--- config.mk ---
export PLATFORM = sky130hd
export DESIGN_NAME = crash_detector
export DESIGN_NICKNAME = d
export VERILOG_FILES = /design/src/rtl/game_pkg.sv /design/src/rtl/scan_tick_gen.sv /design/src/rtl/crash_detector.sv
export SDC_FILE = /design/constraint.sdc
export NUM_CORES = 1
export LEC_CHECK = 0
export ABC_AREA = 1
export BUFFER_PORTS_ARGS = -buffer_cell sky130_fd_sc_hd__buf_4
export CAP_MARGIN = 20
export CORE_AREA = 4 4 91 93
export DETAILED_ROUTE_END_ITERATION = 12
export DIE_AREA = 0 0 95 97
export HOLD_SLACK_MARGIN = 0.03
export PLACE_DENSITY_LB_ADDON = 0.15
export RECOVER_POWER = 25
export SYNTH_ARGS = -nofsm -noshare
export SYNTH_HDL_FRONTEND = slang
export SYNTH_SLANG_ARGS = --single-unit
--- constraint.sdc ---
create_clock -name clk -period 2.05 [get_ports clk]
set_input_delay 0 -clock clk [delete_from_list [all_inputs] [get_ports clk]]
set_output_delay 0 -clock clk [all_outputs]
set_load 0.005 [all_outputs]
--- src/rtl/game_pkg.sv ---
// Shared definitions for the Stay-on-Road game datapath.
//   - colour constants used by the pixel generator and the crash detector
//   - visible screen size of the display controller
//   - crash detector FSM state encoding
//   - in_span(): box-membership test along one axis, done in 11-bit
//     unsigned arithmetic so a box touching the screen edge never wraps
package game_pkg;

  localparam logic [11:0] GRASS_RGB  = 12'h0A0;
  localparam logic [11:0] ROAD_RGB   = 12'h888;
  localparam logic [11:0] PLAYER_RGB = 12'hF00;

  localparam int H_VISIBLE = 640;
  localparam int V_VISIBLE = 480;

  typedef enum logic [1:0] {
    GRACE = 2'd0,
    RUN   = 2'd1,
    DEAD  = 2'd2
  } state_t;

  // True when pos lies within [ctr-half, ctr+half]. The lower bound is
  // written as pos+half >= ctr so nothing is ever subtracted.
  function automatic logic in_span(input logic [10:0] pos,
                                   input logic [10:0] ctr,
                                   input logic [10:0] half);
    return ((pos + half) >= ctr) && (pos <= (ctr + half));
  endfunction

endpackage

--- src/rtl/scan_tick_gen.sv ---
// Scan-position tick generator.
// Keeps one registered copy of the raster counters and derives:
//   pix_tick   - the raster position changed this cycle, so each pixel is
//                seen exactly once whatever the pixel-clock ratio is
//   frame_tick - the line counter just wrapped back to 0
// Ports:
//   clk, rst        system clock, synchronous active-high reset
//   hCount, vCount  live raster position from the display controller
//   pix_tick        combinational, valid in the cycle of the change
//   frame_tick      combinational, valid in the cycle of the wrap
module scan_tick_gen (
  input  logic       clk,
  input  logic       rst,
  input  logic [9:0] hCount,
  input  logic [9:0] vCount,
  output logic       pix_tick,
  output logic       frame_tick
);

  logic [9:0] hcount_p1;
  logic [9:0] vcount_p1;

  // stage p1: previous-cycle raster position
  always_ff @(posedge clk) begin
    if (rst) begin
      hcount_p1 <= '0;
      vcount_p1 <= '0;
    end else begin
      hcount_p1 <= hCount;
      vcount_p1 <= vCount;
    end
  end

  assign pix_tick   = ({hCount, vCount} != {hcount_p1, vcount_p1});
  assign frame_tick = (vcount_p1 != 10'd0) && (vCount == 10'd0);

endmodule

--- src/rtl/crash_detector.sv ---
// Per-frame collision monitor for Stay-on-Road.
// Counts off-road pixels inside the player's (2*HALF+1)-square box as the
// frame is scanned out. At every frame wrap the count is published on
// last_count and judged: frames with at least OFF_THRESH off-road pixels
// are strikes, and STRIKE_FRAMES strikes in a row latch dead. The first
// GRACE_FRAMES frames after reset are never judged.
// Ports:
//   clk, rst            100 MHz system clock, synchronous active-high reset
//   bright              visible-area flag
//   hCount, vCount      live raster position
//   rgb                 colour currently driven at (hCount, vCount)
//   player_x, player_y  player box centre
//   dead                sticky crash flag
//   dead_pulse          single-cycle strobe when dead rises
//   last_count          off-road pixel count of the last completed frame
//   strike_cnt          current run of strike frames, saturating at 3
module crash_detector
  import game_pkg::*;
#(
  parameter int          HALF          = 8,
  parameter logic [11:0] OFFROAD_RGB   = GRASS_RGB,
  parameter int          OFF_THRESH    = 16,
  parameter int          STRIKE_FRAMES = 3,
  parameter int          GRACE_FRAMES  = 60,
  parameter int          CNT_W         = 9
) (
  input  logic             clk,
  input  logic             rst,
  input  logic             bright,
  input  logic [9:0]       hCount,
  input  logic [9:0]       vCount,
  input  logic [11:0]      rgb,
  input  logic [9:0]       player_x,
  input  logic [9:0]       player_y,
  output logic             dead,
  output logic             dead_pulse,
  output logic [CNT_W-1:0] last_count,
  output logic [1:0]       strike_cnt
);

  localparam logic [10:0]      HALF_W     = 11'(HALF);
  localparam logic [CNT_W:0]   THRESH_C   = (CNT_W+1)'(OFF_THRESH);
  localparam logic [2:0]       STRIKE_C   = 3'(STRIKE_FRAMES);
  localparam int               GRACE_W    = (GRACE_FRAMES > 1) ? $clog2(GRACE_FRAMES) : 1;
  localparam logic [GRACE_W-1:0] GRACE_LAST = GRACE_W'(GRACE_FRAMES - 1);

  // Saturating increment of the per-frame pixel counter.
  function automatic logic [CNT_W-1:0] sat_inc_cnt(input logic [CNT_W-1:0] x);
    return (&x) ? x : x + 1'b1;
  endfunction

  // Saturating increment of the 2-bit strike run.
  function automatic logic [1:0] sat_inc_strike(input logic [1:0] x);
    return (&x) ? x : x + 1'b1;
  endfunction

  logic               pix_tick;
  logic               frame_tick;
  logic               in_box;
  logic               qualify;
  logic               is_strike;
  logic [1:0]         strike_inc;
  logic [CNT_W-1:0]   pix_cnt;
  logic [GRACE_W-1:0] grace_cnt;
  state_t             state;

  scan_tick_gen u_ticks (
    .clk        (clk),
    .rst        (rst),
    .hCount     (hCount),
    .vCount     (vCount),
    .pix_tick   (pix_tick),
    .frame_tick (frame_tick)
  );

  assign in_box = in_span({1'b0, hCount}, {1'b0, player_x}, HALF_W) &&
                  in_span({1'b0, vCount}, {1'b0, player_y}, HALF_W);

  // Off-screen parts of the box are dropped here by the bright qualifier.
  assign qualify    = pix_tick && bright && in_box && (rgb == OFFROAD_RGB);
  assign is_strike  = ({1'b0, pix_cnt} >= THRESH_C);
  assign strike_inc = sat_inc_strike(strike_cnt);

  // stage p1: pixel counter, frame publish and crash FSM
  always_ff @(posedge clk) begin
    if (rst) begin
      pix_cnt    <= '0;
      last_count <= '0;
      strike_cnt <= '0;
      dead       <= 1'b0;
      dead_pulse <= 1'b0;
      grace_cnt  <= '0;
      state      <= GRACE;
    end else begin
      dead_pulse <= 1'b0;
      if (frame_tick) begin
        last_count <= pix_cnt;
        // The wrap pixel is the first pixel of the new frame.
        pix_cnt    <= qualify ? CNT_W'(1) : '0;
        // The FSM judges the frame just finished, i.e. the old pix_cnt.
        case (state)
          GRACE: begin
            if (grace_cnt == GRACE_LAST) begin
              state      <= RUN;
              strike_cnt <= '0;
            end else begin
              grace_cnt <= grace_cnt + 1'b1;
            end
          end
          RUN: begin
            if (is_strike) begin
              strike_cnt <= strike_inc;
              if ({1'b0, strike_inc} >= STRIKE_C) begin
                state      <= DEAD;
                dead       <= 1'b1;
                dead_pulse <= 1'b1;
              end
            end else begin
              strike_cnt <= '0;
            end
          end
          DEAD: begin
            // Terminal: counting continues, strike run and flag hold.
          end
          default: begin
            state <= GRACE;
          end
        endcase
      end else if (qualify) begin
        pix_cnt <= sat_inc_cnt(pix_cnt);
      end
    end
  end

endmodule

=== Word-level counts from Yosys, hierarchy flattened ===
Index checks and enable logic that the tools add are counted.

* Register bits: 50
* Latch bits: 0
* Bits in writable memories: 0
* Memory bits (read-only): 0
* Output and inout port bits: 13
* Memories: 0

* Add/sub/neg operators: 7
* $mul: 0
* Div/mod/pow operators: 0
* $lt $le $gt $ge: 6
* Equality and inequality tests: 9
* Shift operators: 0
* Multiplexer cells: 13
* Bitwise operators: 5
* Reductions and logical operators: 20

{| class="wikitable"
|+ Operators by type and width
! operator !! number
|-
| 10-bit by 4-bit adder with 11-bit output, second input constant || 4
|-
| 9-bit 2-to-1 mux || 3
|-
| 11-bit by 10-bit >= comparator with 1-bit output || 2
|-
| 10-bit by 11-bit less-or-equal comparator with 1-bit output || 2
|-
| 20-bit != test || 1
|-
| 12-bit by 8-bit equality test with 1-bit output, second input constant || 1
|-
| 2-bit 2-to-1 mux || 6
|-
| 10-bit logical NOT || 1
|-
| 10-bit nonzero test || 1
|-
| 9-bit by 1-bit adder with 9-bit output, second input constant || 1
|-
| 9-bit by 5-bit >= comparator with 1-bit output, second input constant || 1
|-
| 9-bit AND reduction || 1
|-
| 2-bit != test, second input constant || 4
|-
| 1-bit logical AND || 7
|-
| 6-bit by 1-bit adder with 6-bit output, second input constant || 1
|-
| 6-bit equality test, second input constant || 1
|-
| 2-bit case mux with 3 select lines || 1
|-
| 3-bit AND reduction || 2
|-
| 1-bit inverter || 5
|-
| 5-bit AND reduction || 1
|-
| 2-bit case mux with 2 select lines || 1
|-
| 2-bit AND reduction || 2
|-
| 4-bit AND reduction || 1
|-
| 2-bit nonzero test || 2
|-
| other kinds (7) || 8
|}

=== Depth between registers and ports, before layout ===
* Word-level depth: 8
* Mapped depth: 19
* Mapped depth without buffers: 19

=== Modules after synthesis ===
From an unflattened synthesis, not the netlist that was laid out.

* Cell total of the unflattened synthesis: 593
* Area total of the unflattened synthesis: 3793.6 sq um

{| class="wikitable"
|+ Modules (own cells, without submodules)
! module !! times used !! cells each !! area each (sq um) !! sequential area each (sq um)
|-
| crash_detector || 1 || 438 || 2846.5 || 600.6
|-
| scan_tick_gen || 1 || 155 || 947.2 || 400.4
|}

=== Least setup slack after synthesis ===
OpenSTA, ideal clock, no wires.

* Kind: input port to flip-flop
* Start: input port hCount[3]
* End: register pix_cnt[0]
* Arrival: 1.787 ns
* Path slack: 0.136 ns
* Stages: 16
* Path buffers: 0
* Path through: ha_1 nand2_1 nor3_1 xor2_1 inv_1 ha_1 and3_1 nand2_1 a21oi_1 nor2_2 nor2_4 nand3_4 nand2_1 nor2_1 nor2_1 nor2_1

* Word-level cells in the longest chain between the ends: 8

{| class="wikitable"
|+ Ends and longest elaborated chain
! item !! RTL line !! RTL
|-
| start: declaration || crash_detector.sv:30 || <nowiki>input logic [9:0] hCount,</nowiki>
|-
| 10-bit by 4-bit adder with 11-bit output || game_pkg.sv:27 || <nowiki>return ((pos + half) >= ctr) && (pos <= (ctr + half));</nowiki>
|-
| 11-bit by 10-bit >= comparator with 1-bit output || game_pkg.sv:27 ||
|-
| 1-bit logical AND || game_pkg.sv:27 ||
|-
| 1-bit logical AND || crash_detector.sv:76 || <nowiki>assign in_box = in_span({1'b0, hCount}, {1'b0, player_x}, HALF_W) &&</nowiki>
|-
| 1-bit logical AND (*) (2 in series) || crash_detector.sv:80 || <nowiki>assign qualify = pix_tick && bright && in_box && (rgb == OFFROAD_RGB);</nowiki>
|-
| 1-bit 2-to-1 mux / 2-bit nonzero test (equally long branches) || n/a ||
|-
| 9-bit 2-to-1 mux / 2-bit AND reduction (equally long branches) || n/a ||
|-
| end signal: assignment || crash_detector.sv:99 || <nowiki>pix_cnt <= qualify ? CNT_W'(1) : '0;</nowiki>
|-
| end signal: assignment || crash_detector.sv:130 || <nowiki>pix_cnt <= sat_inc_cnt(pix_cnt);</nowiki>
|-
| end: declaration || crash_detector.sv:63 || <nowiki>logic [CNT_W-1:0] pix_cnt;</nowiki>
|}

Mark *: on every way between the ends. The rest lies on a longest branch, timed or not.
A chain may end at the register's enable or synchronous reset.

=== Worst setup path after layout ===
* Start: input port vCount[2]
* End: register pix_cnt[8]

* Word-level cells in the longest chain between the ends: 8

{| class="wikitable"
|+ Ends and longest elaborated chain
! item !! RTL line !! RTL
|-
| start: declaration || crash_detector.sv:31 || <nowiki>input logic [9:0] vCount,</nowiki>
|-
| 10-bit by 4-bit adder with 11-bit output || game_pkg.sv:27 ||
|-
| 11-bit by 10-bit >= comparator with 1-bit output || game_pkg.sv:27 ||
|-
| 1-bit logical AND || game_pkg.sv:27 ||
|-
| 1-bit logical AND || crash_detector.sv:76 ||
|-
| 1-bit logical AND (2 in series) || crash_detector.sv:80 ||
|-
| 2-bit nonzero test (no line) || n/a ||
|-
| 2-bit AND reduction (no line) || n/a ||
|}

Several ways; a longest one is shown, not always the timed one.

==> results.ini <==
[run_status]
run_status=finished clean

[drt]
via_per_inst=4.91
route.detailed.drc=0
detail-route-antenna-nets=0
vias=3785
drtIter0Drc=121
dr.pass1.iters=5
routedWlPerCell_um=11.1
routed_wl_um=8540

[pwr]
leakagePower_uw=0.00238
pwr_density_cell_nw_per_um2=457
peakVddDrop_mv=0.342

[floorplan]
start_util_pct=49.0
die_y_um=97
dieArea_um2=9220
core_um2=7530
die_w_um=95
rows=32
num_io_pins=68

[layout]
nFillCells=772
drive_above_1_share_pct=16.0
nNetsFinal=765
area_growth_pct=26.8
final_cell_mix=nand2_1 (131), inv_1 (97), nor2_1 (80)
final_common_cell=nand2_1
diodes=0

[timing]
fin_tns_setup_ns=0
hold_violations=0
finalCritPeriodShare_pct=93.5
max_freq_ghz=0.522
min_period_ns=1.92
finalSetupViolCount=0
finClkSkew_ns=0.00847
worst_pin_slew_ns=0.496
max-slew-margin-rel_pct=66.5
timing.final.ws_setup_ns=0.133
finalMaxSlewViolations=0

[cts]
clockRootBuffer=clkbuf_8
cts_tree=built
cts_buffers=5
htree_levels=2
clockBufferDepth=2
clock-sinks=50
cts.clk_slew.worst_paths_ns=0.10
clk_latency_ns=0.30

[yosys]
async_reset_ff_share_pct=0
synth_nets=663
yosysTopAreaCell=dfxtp_1
yosysUniqueCellTypes=30
ys_warn_count=0
syn_area_per_cell_um2=6.52
syn_area_um2=3690
yosys_register_bits=50
synth_edf_count=0
seq_area_frac_synth_pct=27.1
synthFlopType=dfxtp_1
synthCells=566
synthTopCellsByArea=dfxtp_1 (27%), ha_1 (14%), nand2_1 (13%), inv_1 (9.9%), nor2_1 (8.2%)
synth_top_area_share_pct=27.1

[place]
hpwl_um=6990
gp_congestion=0.850
port_buffers=67
place_ws_ns=-0.181

[grt]
grt_max_degree=29
grt_pass1_wl_um=14800
overflow=0
grt.total_usage_pct=19.1
grt_antenna_before_repair=0
grt_pass1_vias=3689

[setup_path]
reg2reg_depth=6
cp_common_cell=nand2_1
cp.required_ns=2.28
worstSetupPathType=in -> reg
crit_path_top_delay_cell=dlygate4sd3_1
cp-start-kind=primary input
critical_path.max_fanout=8
crit_path_cell_trace=dlygate4sd3_1, clkbuf_1, ha_4, nand2_1, nor2_2, nand2_1, nand2_1, nand2_1, nand3_1, nand3_2, nor2_4, nand3_4, clkinv_4, nand3_1, a21oi_1
slowest_delay_ns=0.53
end_kind=flop
cp.arrival_ns=2.14

[worst_hold_path]
min_path_type=in -> reg
min_path_cells=4

[run]
drv_cap=0

[cell usage after synthesis (6+ instances only)]
cell     instances
a21oi_1         37
dfxtp_1         50
ha_1            42
inv_1           97
nand2_1        131
nand3_1         33
nand4_1          7
nor2_1          81
nor3_1          10
o21ai_0         20
xnor2_1          6
xor2_1          18
[metal layers]
metal  global-route usage, %  routed length, um  vias to the layer above
met5                       0                  0                        -
met4                    4.66                131                        0
met3                    3.58                288                       14
met2                    34.3               4360                       72
met1                    22.9               3750                     1706
li1                        -                  -                     1993
[path summary, 6_finish.rpt]
path	slack, ns	to	startpoint
max	0.13	pix_cnt[8]	vCount[2]
min	0.05	u_ticks.hcount_p1[4]	hCount[4]
max reg2reg	0.23	strike_cnt[0]	grace_cnt[0]
min reg2reg	0.47	grace_cnt[4]	grace_cnt[4]
[cells by family (layout without fill, tap and decap cells)]
kind of cell / count (synthesis) / in the layout / share of synthesized area, %
buf+inv: 105 / 207 / 11.1
simple gates: 285 / 286 / 33.5
xor+xnor: 24 / 24 / 5.70
fa+ha+maj: 42 / 42 / 14.2
compound gates: 60 / 60 / 8.34
flops: 50 / 50 / 27.1
[per-stage QoR]
| step | instance area, um^2 | total power [uW] | util [%] | std cells | hold slack (ns) |
|---|---|---|---|---|---|
| floorplan | 3690 | 1340 | - | 566 | 0.107 |
| global placement | 4440 | 1530 | 59.0 | 749 | 0.243 |
| detailed placement | 4440 | 1550 | 59.0 | 749 | 0.243 |
| CTS | 4670 | 2160 | 62.0 | 770 | 0.0457 |
| global route | 4680 | 2290 | 62.2 | 771 | 0.0543 |
| finish | 4680 | 2140 | 62.2 | 771 | 0.0537 |
[timing repair]
item / CTS / global route
endpoints found under the hold margin: 13 / 0
endpoints found under the setup margin: 0 / 9
buffers inserted: 0 / 0
gates resized for setup: 0 / 6
hold buffers: 13 / 0
[area by class of cell]
| type | count | area [um^2] | share of cell area (%) |
|---|---|---|---|
| Tap cell | 102 | 128 | 2.73 |
| Timing Repair Buffer | 101 | 761 | 16.3 |
| Sequential cell | 50 | 1000 | 21.4 |
| Inverter | 98 | 373 | 7.97 |
| Multi-Input combinational cell | 412 | 2320 | 49.7 |
| Clock buffer | 5 | 68.8 | 1.47 |
| Clock inverter | 3 | 23.8 | 0.508 |
[sequential cells by signal, summed over array words and instances, names as in the netlist, 2 cells and up]
| register | cells |
|---|---|
| u_ticks.hcount_p1 | 10 |
| u_ticks.vcount_p1 | 10 |
| last_count | 9 |
| pix_cnt | 9 |
| grace_cnt | 6 |
| state | 2 |
| strike_cnt | 2 |
[critical path: cells and delay by family]
kind,cells,cell delay [ns]
AOI/OAI and AO/OA,1,0.13
adders and majority gates,1,0.29
buffers and inverters,3,0.78
and+or+nand+nor,10,0.94
[where the power goes]
| group | total (uW) | internal, uW | switching [uW] | leakage, uW |
|---|---|---|---|---|
| Clock | 596 | 245 | 351 | 0.0000408 |
| Combinational | 540 | 253 | 287 | 0.00193 |
| Sequential | 1000 | 992 | 12.2 | 0.000408 |
Note: power is estimated with default switching activity, not from simulation.
